==> src/rtl/pokey_audf_pkg.sv <==
// pokey_audf_pkg
// Shared constants for the POKEY audio-frequency sequencer:
//   - register write addresses as seen on wr_addr
//   - AUDCTL bit positions used by the sequencer
//   - sequencer FSM state encoding
//   - address validity helper (addresses 6-7 are not registers)
package pokey_audf_pkg;

   localparam logic [2:0] ADDR_AUDF1  = 3'd0;
   localparam logic [2:0] ADDR_AUDF2  = 3'd1;
   localparam logic [2:0] ADDR_AUDF3  = 3'd2;
   localparam logic [2:0] ADDR_AUDF4  = 3'd3;
   localparam logic [2:0] ADDR_AUDCTL = 3'd4;
   localparam logic [2:0] ADDR_STIMER = 3'd5;

   localparam int AC_CH1_179 = 6;   // ch0 clocked on every enp
   localparam int AC_CH3_179 = 5;   // ch2 clocked on every enp
   localparam int AC_JOIN12  = 4;   // ch0+ch1 form one 16-bit divider
   localparam int AC_JOIN34  = 3;   // ch2+ch3 form one 16-bit divider

   typedef enum logic [2:0] {
      ST_INIT0,
      ST_INIT1,
      ST_INIT2,
      ST_INIT3,
      ST_RUN
   } seq_state_t;

   function automatic logic addr_valid(input logic [2:0] addr);
      return (addr <= ADDR_STIMER);
   endfunction

endpackage

==> src/rtl/pokey_audf_chan.sv <==
// pokey_audf_chan
// One audio channel slice: the channel counter, its tick selection, the
// zero-reduction of the bank compare outputs and the D-bus mux.
// Ports:
//   clk, reset      clock, asynchronous active-high reset
//   enp, tick_base  phase enable and base-rate tick
//   fast            1 = tick on every enp instead of tick_base
//   inc, clr        counter advance / clear (clr wins)
//   ld_sel, ld_data drive ld_data on d instead of the counter
//   cmp             bank compare outputs (Q^D)
//   tick            this channel's tick for the current cycle
//   zero            all compare bits are zero (bank value equals d)
//   wrap            counter is at its maximum (carry into a joined high half)
//   d               D bus into the bank
module pokey_audf_chan #(
   parameter int CNT_W = 8
) (
   input  logic             clk,
   input  logic             reset,
   input  logic             enp,
   input  logic             tick_base,
   input  logic             fast,
   input  logic             inc,
   input  logic             clr,
   input  logic             ld_sel,
   input  logic [CNT_W-1:0] ld_data,
   input  logic [CNT_W-1:0] cmp,
   output logic             tick,
   output logic             zero,
   output logic             wrap,
   output logic [CNT_W-1:0] d
);

   logic [CNT_W-1:0] ctr;

   always_ff @(posedge clk or posedge reset) begin
      if (reset)
         ctr <= '0;
      else if (clr)
         ctr <= '0;
      else if (inc)
         ctr <= ctr + 1'b1;
   end

   assign tick = enp & (fast | tick_base);
   assign zero = (cmp == '0);
   assign wrap = &ctr;
   assign d    = ld_sel ? ld_data : ctr;

endmodule

==> src/rtl/pokey_audf_seq.sv <==
// pokey_audf_seq
// Sequencer for the four AUDF compare banks. Zeroes every bank after reset,
// turns CPU writes into bank load strobes and counter resets, and decodes
// the bank compare outputs into per-channel divide-by-(N+1) pulses,
// including the 16-bit joined pairs.
// Ports:
//   clk, reset   clock, asynchronous active-high reset
//   enp          phase enable; all state changes and ld strobes need enp=1
//   tick_base    base-rate tick, sampled when enp=1
//   wr_en        CPU write strobe (wr_addr: 0-3 AUDF1-4, 4 AUDCTL, 5 STIMER)
//   wr_addr      register address
//   wr_data      register data
//   d            per-bank D bus, channel i on [CNT_W*i +: CNT_W]
//   ld           per-bank load strobe
//   cmp          per-bank compare outputs (Q^D)
//   pulse        per-channel one-clk divider pulse (registered)
//   audctl       current AUDCTL value
module pokey_audf_seq
   import pokey_audf_pkg::*;
#(
   parameter int CNT_W = 8
) (
   input  logic               clk,
   input  logic               reset,
   input  logic               enp,
   input  logic               tick_base,
   input  logic               wr_en,
   input  logic [2:0]         wr_addr,
   input  logic [7:0]         wr_data,
   output logic [4*CNT_W-1:0] d,
   output logic [3:0]         ld,
   input  logic [4*CNT_W-1:0] cmp,
   output logic [3:0]         pulse,
   output logic [7:0]         audctl
);

   seq_state_t       state;
   logic             pend_v;
   logic [2:0]       pend_addr;
   logic [7:0]       pend_data;

   logic             run_en;
   logic             apply;
   logic             ctr_rst;
   logic [3:0]       ld_ch;
   logic [3:0]       init_ld;
   logic [CNT_W-1:0] ld_data;
   logic [3:0]       tick;
   logic [3:0]       zero;
   logic [3:0]       wrap;
   logic [3:0]       inc;
   logic [3:0]       clr;
   logic [3:0]       hit;
   logic [3:0]       pulse_nxt;
   logic             unused_wrap;

   assign run_en  = enp & (state == ST_RUN);
   assign apply   = run_en & pend_v;
   assign ctr_rst = apply & ((pend_addr == ADDR_AUDCTL) | (pend_addr == ADDR_STIMER));
   assign ld_data = (state == ST_RUN) ? CNT_W'(pend_data) : '0;
   assign ld      = (enp ? init_ld : 4'b0000) | ld_ch;

   // High halves never carry further, so their wrap flags are not needed.
   assign unused_wrap = wrap[1] ^ wrap[3];

   always_comb begin
      init_ld = 4'b0000;
      case (state)
         ST_INIT0: init_ld = 4'b0001;
         ST_INIT1: init_ld = 4'b0010;
         ST_INIT2: init_ld = 4'b0100;
         ST_INIT3: init_ld = 4'b1000;
         default:  init_ld = 4'b0000;
      endcase
   end

   always_comb begin
      for (int i = 0; i < 4; i++)
         ld_ch[i] = apply & (pend_addr == 3'(i));
   end

   // Per-pair match decode. A channel being loaded this cycle sees its new
   // value on d rather than its counter, so its compare result is ignored.
   always_comb begin
      inc = 4'b0000;
      clr = 4'b0000;
      hit = 4'b0000;
      for (int p = 0; p < 2; p++) begin
         int  lo;
         int  hi;
         logic joined;
         logic m_lo;
         logic m_hi;
         logic m_pair;
         lo     = 2 * p;
         hi     = 2 * p + 1;
         joined = (p == 0) ? audctl[AC_JOIN12] : audctl[AC_JOIN34];
         m_lo   = zero[lo] & ~ld_ch[lo];
         m_hi   = zero[hi] & ~ld_ch[hi];
         m_pair = m_lo & m_hi;
         if (joined) begin
            // 16-bit count on the low channel's tick; high half advances on carry.
            hit[hi] = run_en & tick[lo] & m_pair;
            inc[lo] = run_en & tick[lo] & ~m_pair;
            inc[hi] = run_en & tick[lo] & ~m_pair & wrap[lo];
            clr[lo] = hit[hi];
            clr[hi] = hit[hi];
         end else begin
            hit[lo] = run_en & tick[lo] & m_lo;
            hit[hi] = run_en & tick[hi] & m_hi;
            inc[lo] = run_en & tick[lo] & ~m_lo;
            inc[hi] = run_en & tick[hi] & ~m_hi;
            clr[lo] = hit[lo];
            clr[hi] = hit[hi];
         end
      end
      clr       = clr | {4{ctr_rst}};
      pulse_nxt = ctr_rst ? 4'b0000 : hit;
   end

   for (genvar i = 0; i < 4; i++) begin : g_chan
      pokey_audf_chan #(.CNT_W(CNT_W)) u_chan (
         .clk       (clk),
         .reset     (reset),
         .enp       (enp),
         .tick_base (tick_base),
         .fast      ((i == 0) ? audctl[AC_CH1_179] :
                     (i == 2) ? audctl[AC_CH3_179] : 1'b0),
         .inc       (inc[i]),
         .clr       (clr[i]),
         .ld_sel    (ld[i]),
         .ld_data   (ld_data),
         .cmp       (cmp[i*CNT_W +: CNT_W]),
         .tick      (tick[i]),
         .zero      (zero[i]),
         .wrap      (wrap[i]),
         .d         (d[i*CNT_W +: CNT_W])
      );
   end

   always_ff @(posedge clk or posedge reset) begin
      if (reset) begin
         state     <= ST_INIT0;
         pend_v    <= 1'b0;
         pend_addr <= 3'd0;
         pend_data <= 8'h00;
         audctl    <= 8'h00;
         pulse     <= 4'b0000;
      end else begin
         pulse <= pulse_nxt;

         if (enp) begin
            case (state)
               ST_INIT0: state <= ST_INIT1;
               ST_INIT1: state <= ST_INIT2;
               ST_INIT2: state <= ST_INIT3;
               ST_INIT3: state <= ST_RUN;
               default:  state <= ST_RUN;
            endcase
         end

         // A new write always takes the slot, even while the old entry applies.
         if (wr_en && addr_valid(wr_addr)) begin
            pend_v    <= 1'b1;
            pend_addr <= wr_addr;
            pend_data <= wr_data;
         end else if (apply) begin
            pend_v <= 1'b0;
         end

         if (apply && (pend_addr == ADDR_AUDCTL))
            audctl <= pend_data;
      end
   end

endmodule

==> config.mk <==
export PLATFORM = sky130hd
export DESIGN_NAME = pokey_audf_seq
export DESIGN_NICKNAME = d
export VERILOG_FILES = /design/src/rtl/pokey_audf_pkg.sv /design/src/rtl/pokey_audf_chan.sv /design/src/rtl/pokey_audf_seq.sv
export SDC_FILE = /design/constraint.sdc
export NUM_CORES = 1
export LEC_CHECK = 0
export CAP_MARGIN = 20
export CORE_ASPECT_RATIO = 2
export CORE_MARGIN = 8
export CORE_UTILIZATION = 45
export CTS_CLUSTER_DIAMETER = 200
export DETAILED_ROUTE_END_ITERATION = 12
export GPL_TIMING_DRIVEN = 0
export PLACE_DENSITY = 0.71
export REMOVE_ABC_BUFFERS = 1
export SKIP_CTS_REPAIR_TIMING = 1
export SYNTH_ARGS = -nofsm -noshare
export SYNTH_HDL_FRONTEND = slang
export SYNTH_SLANG_ARGS = --single-unit
==> constraint.sdc <==
create_clock -name clk -period 5.5 [get_ports clk]
set_clock_uncertainty 0.2 [all_clocks]
set_input_delay 0.825 -clock clk [delete_from_list [all_inputs] [get_ports clk]]
set_output_delay 0.825 -clock clk [all_outputs]
set_load 0.05 [all_outputs]
; Word level (Yosys, flattened, before mapping)
; Index checks and enable logic that the tools add are counted.
; W data, S select, Z words.
[totals]
n_memories = 0
in_bits = 48
out_inout_bits = 48
latchBits = 0
ff_bits = 59
rom_bits = 0
mem_bits_rw = 0
[classes]
n_mux = 27
n_div = 0
n_eq_ne = 9
mul = 0
n_addsub = 4
magnitude_cmp = 1
reduce_logical = 15
n_bitwise = 48
shift = 0
[ops]
columns = op, count
row1 = $mux W8, 13
row2 = $and A1 B1 Y1, 33
row3 = $add A8 B1 Y8 const B, 4
row4 = $logic_not A8 Y1, 4
row5 = $pmux W4 S4, 1
row6 = $reduce_and A8 Y1, 2
row7 = $eq A3 B2 Y1 const B, 4
row8 = $not A1 Y1, 10
row9 = $reduce_bool A2 Y1, 5
row10 = $eq A3 B3 Y1 const B, 3
row11 = $pmux W3 S3, 1
row12 = $mux W2, 4
row13 = $mux W4, 2
row14 = $or A4 B4 Y4, 2
row15 = $eq A3 B1 Y1 const B, 2
row16 = $logic_not A3 Y1, 2
row17 = $mux W1, 6
row18 = $le A3 B3 Y1 const B, 1
row19 = $or A1 B1 Y1, 3
row20 = $logic_and A1 B1 Y1, 2

; Logic depth before layout (Yosys ltp)
[logic_depth]
ltp_word = 13
depth_mapped = 7
mapped_depth_nobuf = 7

; By module
; A second synthesis with hierarchy kept.
[hier_totals]
cells_unflattened = 340
hier_area_um2 = 3507.1
[by_module_without_submodules]
columns = mod, cells_each, area_per_inst_um2, n_inst
row1 = pokey_audf_chan, 53, 511.7, 4
row2 = pokey_audf_seq, 128, 1460.2, 1

; Worst setup path before layout
; OpenSTA, ideal clock, no wires.
[synth_path]
kind = input port to output port
startpoint = input port enp
endpoint = output port d[7]
arrival_time_ps = 2727
path_slack_ps = 1748
required_ps = 4475
stages = 4
path_cell_list = nand4bb_4 -> nor4_2 -> a21oi_1 -> o21ai_0
[synth_between]
elab_chain_len = 5
word_cells_on_any_way = 6
cone_classes = 2 x mux / 4 x bitwise
[synth_lines]
columns = element, line_no
row1 = from (decl), pokey_audf_seq.sv:25  ; input logic enp,
row2 = $and A1 B1 Y1, pokey_audf_seq.sv:57  ; assign run_en = enp & (state == ST_RUN);
row3 = $and A1 B1 Y1, pokey_audf_seq.sv:58  ; assign apply = run_en & pend_v;
row4 = $and A1 B1 Y1, pokey_audf_seq.sv:79  ; ld_ch[i] = apply & (pend_addr == 3'(i));
row5 = $or A4 B4 Y4 (*), pokey_audf_seq.sv:61  ; assign ld = (enp ? init_ld : 4'b0000) | ld_ch;
row6 = $mux W8 (*), pokey_audf_chan.sv:48  ; assign d = ld_sel ? ld_data : ctr;
row7 = to (decl), pokey_audf_seq.sv:30  ; output logic [4*CNT_W-1:0] d,
; Every way passes the cells marked *; elsewhere a longest branch is shown, timed or not.

; Worst setup path after layout
[layout_path]
startpoint = input port enp
endpoint = output port d[17]
; Same word-level chain as after synthesis.

==> impl_metrics.toml <==
[outcome]
outcome = "finished, final reports clean"

[layout]
antenna_cells = 0
multi_input_area_um2 = 1930
fill_cells = 648
drive_gt1_share_pct = 16.7
utilization_pct = 63.9
fin_nets = 502
syn2layout_area_growth_pct = 38.2
seq_area_um2 = 1480

[floorplanning]
die-area_um2 = 11100
fp-row-count = 45
start_util_pct = 46.3
core_um2 = 7600
chipHeight_um = 141
ios = 96
die_w_um = 78.5

[global_routing]
grtUsageTotal_pct = 19.0
antenna_found_initial = 0
grt_pass1_vias = 3292
grt_pass1_wl_um = 16500
grt_max_degree = 32
gr-total-overflow = 0

[power_and_ir_drop]
power-per-cell-area_nw_per_um2 = 501
p_leak_nw = 1.99
totalPowerFinal_mw = 2.43
ir_worst_vdd_mv = 0.270

[synth]
synth_cell_types = 42
synth_warnings = 0
synthFlopType = "dfrtp_1"
syn_avg_cell_area_um2 = 9.96
syn_inst = 353
seq_area_frac_synth_pct = 42.0
synth_edf_count = 0
synth_area_um2 = 3520
async_reset_ff_share_pct = 100
yosys_register_bits = 59

[worst_hold_path]
hold_path_class = "reg2reg"

[sta]
setup-tns-final_ns = 0
drv_slew = 0
rsz0062_at_grt = "false"
setup_viol = 0
period_needed_ns = 4.87
slew_headroom_pct = 31.9
clock.fmax_ghz = 0.205
hold_violations = 0
fin_hold_ws_ns = 0.305
fin_crit_sh_pct = 88.5
worst_pin_slew_ns = 1.02
fin_ws_ns = 0.634

[clocking]
cts_root_buf = "clkbuf_16"
path_clk_slew_ns = 0.05
cts_tree = "built"
clockBufferDepth = 2
cts_sinks = 59
clock_latency_ns = 0.33
htree_levels = 3
cts_buffers = 9

[worst_setup_path]
cp.required_ns = 4.47
r2r_end = "g_chan[0].u_chan.ctr[6]"
r2r_start = "state[2]"
cp-end-kind = "output port"
critical_path_arrival_ns = 3.84
cp_max_fo = 12
crit_start = "enp"
worstSetupPathType = "in2out"
r2r_slack_ns = 2.64
reg2regPathDepth = 6
crit_end = "d[17]"
setup.worst_path.start_class = "input port"

[placed_design]
dpl.hpwl_um = 7980
gp_congestion = 0.948
port_buffers = 95
dp_worst_setup_slack_ns = 0.640

[detailed_routing]
wirelength_um = 10300
drt.antenna.violating_nets = 0
dr.pass1.iters = 4
drt_iter0_drc = 202
drc = 0
vias = 3094
post_drt_wl_per_cell_um = 18.8
vias_per_cell = 5.64

[job]
max_cap_violations = 0
## synthesized netlist by cell type (all sizes together), types with 3 or more instances
library cell,instances,area [um2]
nand4,8,50.1
xnor2,26,228
ha,4,50.1
nand3,15,75.1
nand2,29,109
a211oi,5,37.5
nor2,47,176
buf,9,65.1
nor4,13,118
mux2i,3,30.0
mux2,46,518
o21ai,15,78.8
nor3,3,15.0
and3,10,62.6
a21oi,18,90.1
a2111oi,8,95.1
dfrtp,59,1480
inv,11,41.3
## worst max-delay path, stage by stage
cell and delay (ns):
clkdlybuf4s50_1 0.65, nand4bb_4 0.30, nor4b_2 0.56, a21oi_1 0.34, mux2_2 0.34, clkdlybuf4s50_1 0.81
## layout make-up
| type | count | share of cell area, % |
|---|---|---|
| clock inverter | 4 | 1.52 |
| tap | 94 | 2.42 |
| clock buffer | 12 | 5.07 |
| sequential | 59 | 30.4 |
| timing repair buffer | 97 | 20.1 |
| multi-input combinational | 272 | 39.6 |
| inverter | 11 | 0.850 |
## placed cells by master, fill, tap and decap left out, drive strengths merged, types with 8 or more instances in the layout
master / n
clkbuf: 12
dfrtp: 59
nand3: 15
a2111oi: 8
a21oi: 18
nand2: 29
clkdlybuf4s50: 95
nand4: 8
and3: 10
mux2: 46
o21ai: 15
nor2: 47
xnor2: 26
inv: 11
nor4: 13
## cells by family after synthesis
logic type	count (synthesis)	synth area share, %
AO/OA/AOI/OAI	57	10.9
XOR/XNOR	26	6.48
adder cells (fa/ha/maj)	4	1.42
buffers and inverters	22	3.24
flip-flops	59	42.0
multiplexers	49	15.6
AND/OR/NAND/NOR	136	20.4
## how the worst min path moves through the flow
| stage | end | depth (start not counted) | from | slack (ns) |
|---|---|---|---|---|
| CTS | pend_v | 1 | pend_v | 0.31 |
| finish | audctl[4] | 2 | pend_data[4] | 0.31 |
| floorplan | audctl[4] | 2 | pend_data[4] | 0.26 |
| global placement | pend_v | 1 | pend_v | 0.29 |
| global route | pend_v | 1 | pend_v | 0.33 |
| detailed placement | pend_v | 1 | pend_v | 0.30 |
## sequential cells by signal, summed over array words and instances (netlist names)
register,cells
g_chan.u_chan.ctr,32
pulse,4
pend_addr,3
state,3
pend_data,8
pend_v,1
audctl,8
## metal layers
layer	routed length, um	global-route usage, %	share of wire, %	vias to the layer above
met3	674	5.35	6.5	17
met2	5480	33.3	53	111
met4	320	10.8	3.1	0
met1	3870	19.4	37	1495
li1	-	-	-	1471
met5	0	0	0	-
## report_power, final
group	internal, mW	leakage [nW]	switching (mW)
registers	0.537	0.759	0.141
logic	0.423	1.07	0.734
clock network	0.409	0.157	0.189
## per-stage QoR
step	std cells	cell area [um2]
global route	549	4860
floorplan	342	3440
detailed placement	533	4540
global placement	531	4510
CTS	549	4860
finish	549	4860
(Power assumes the default switching activity.)
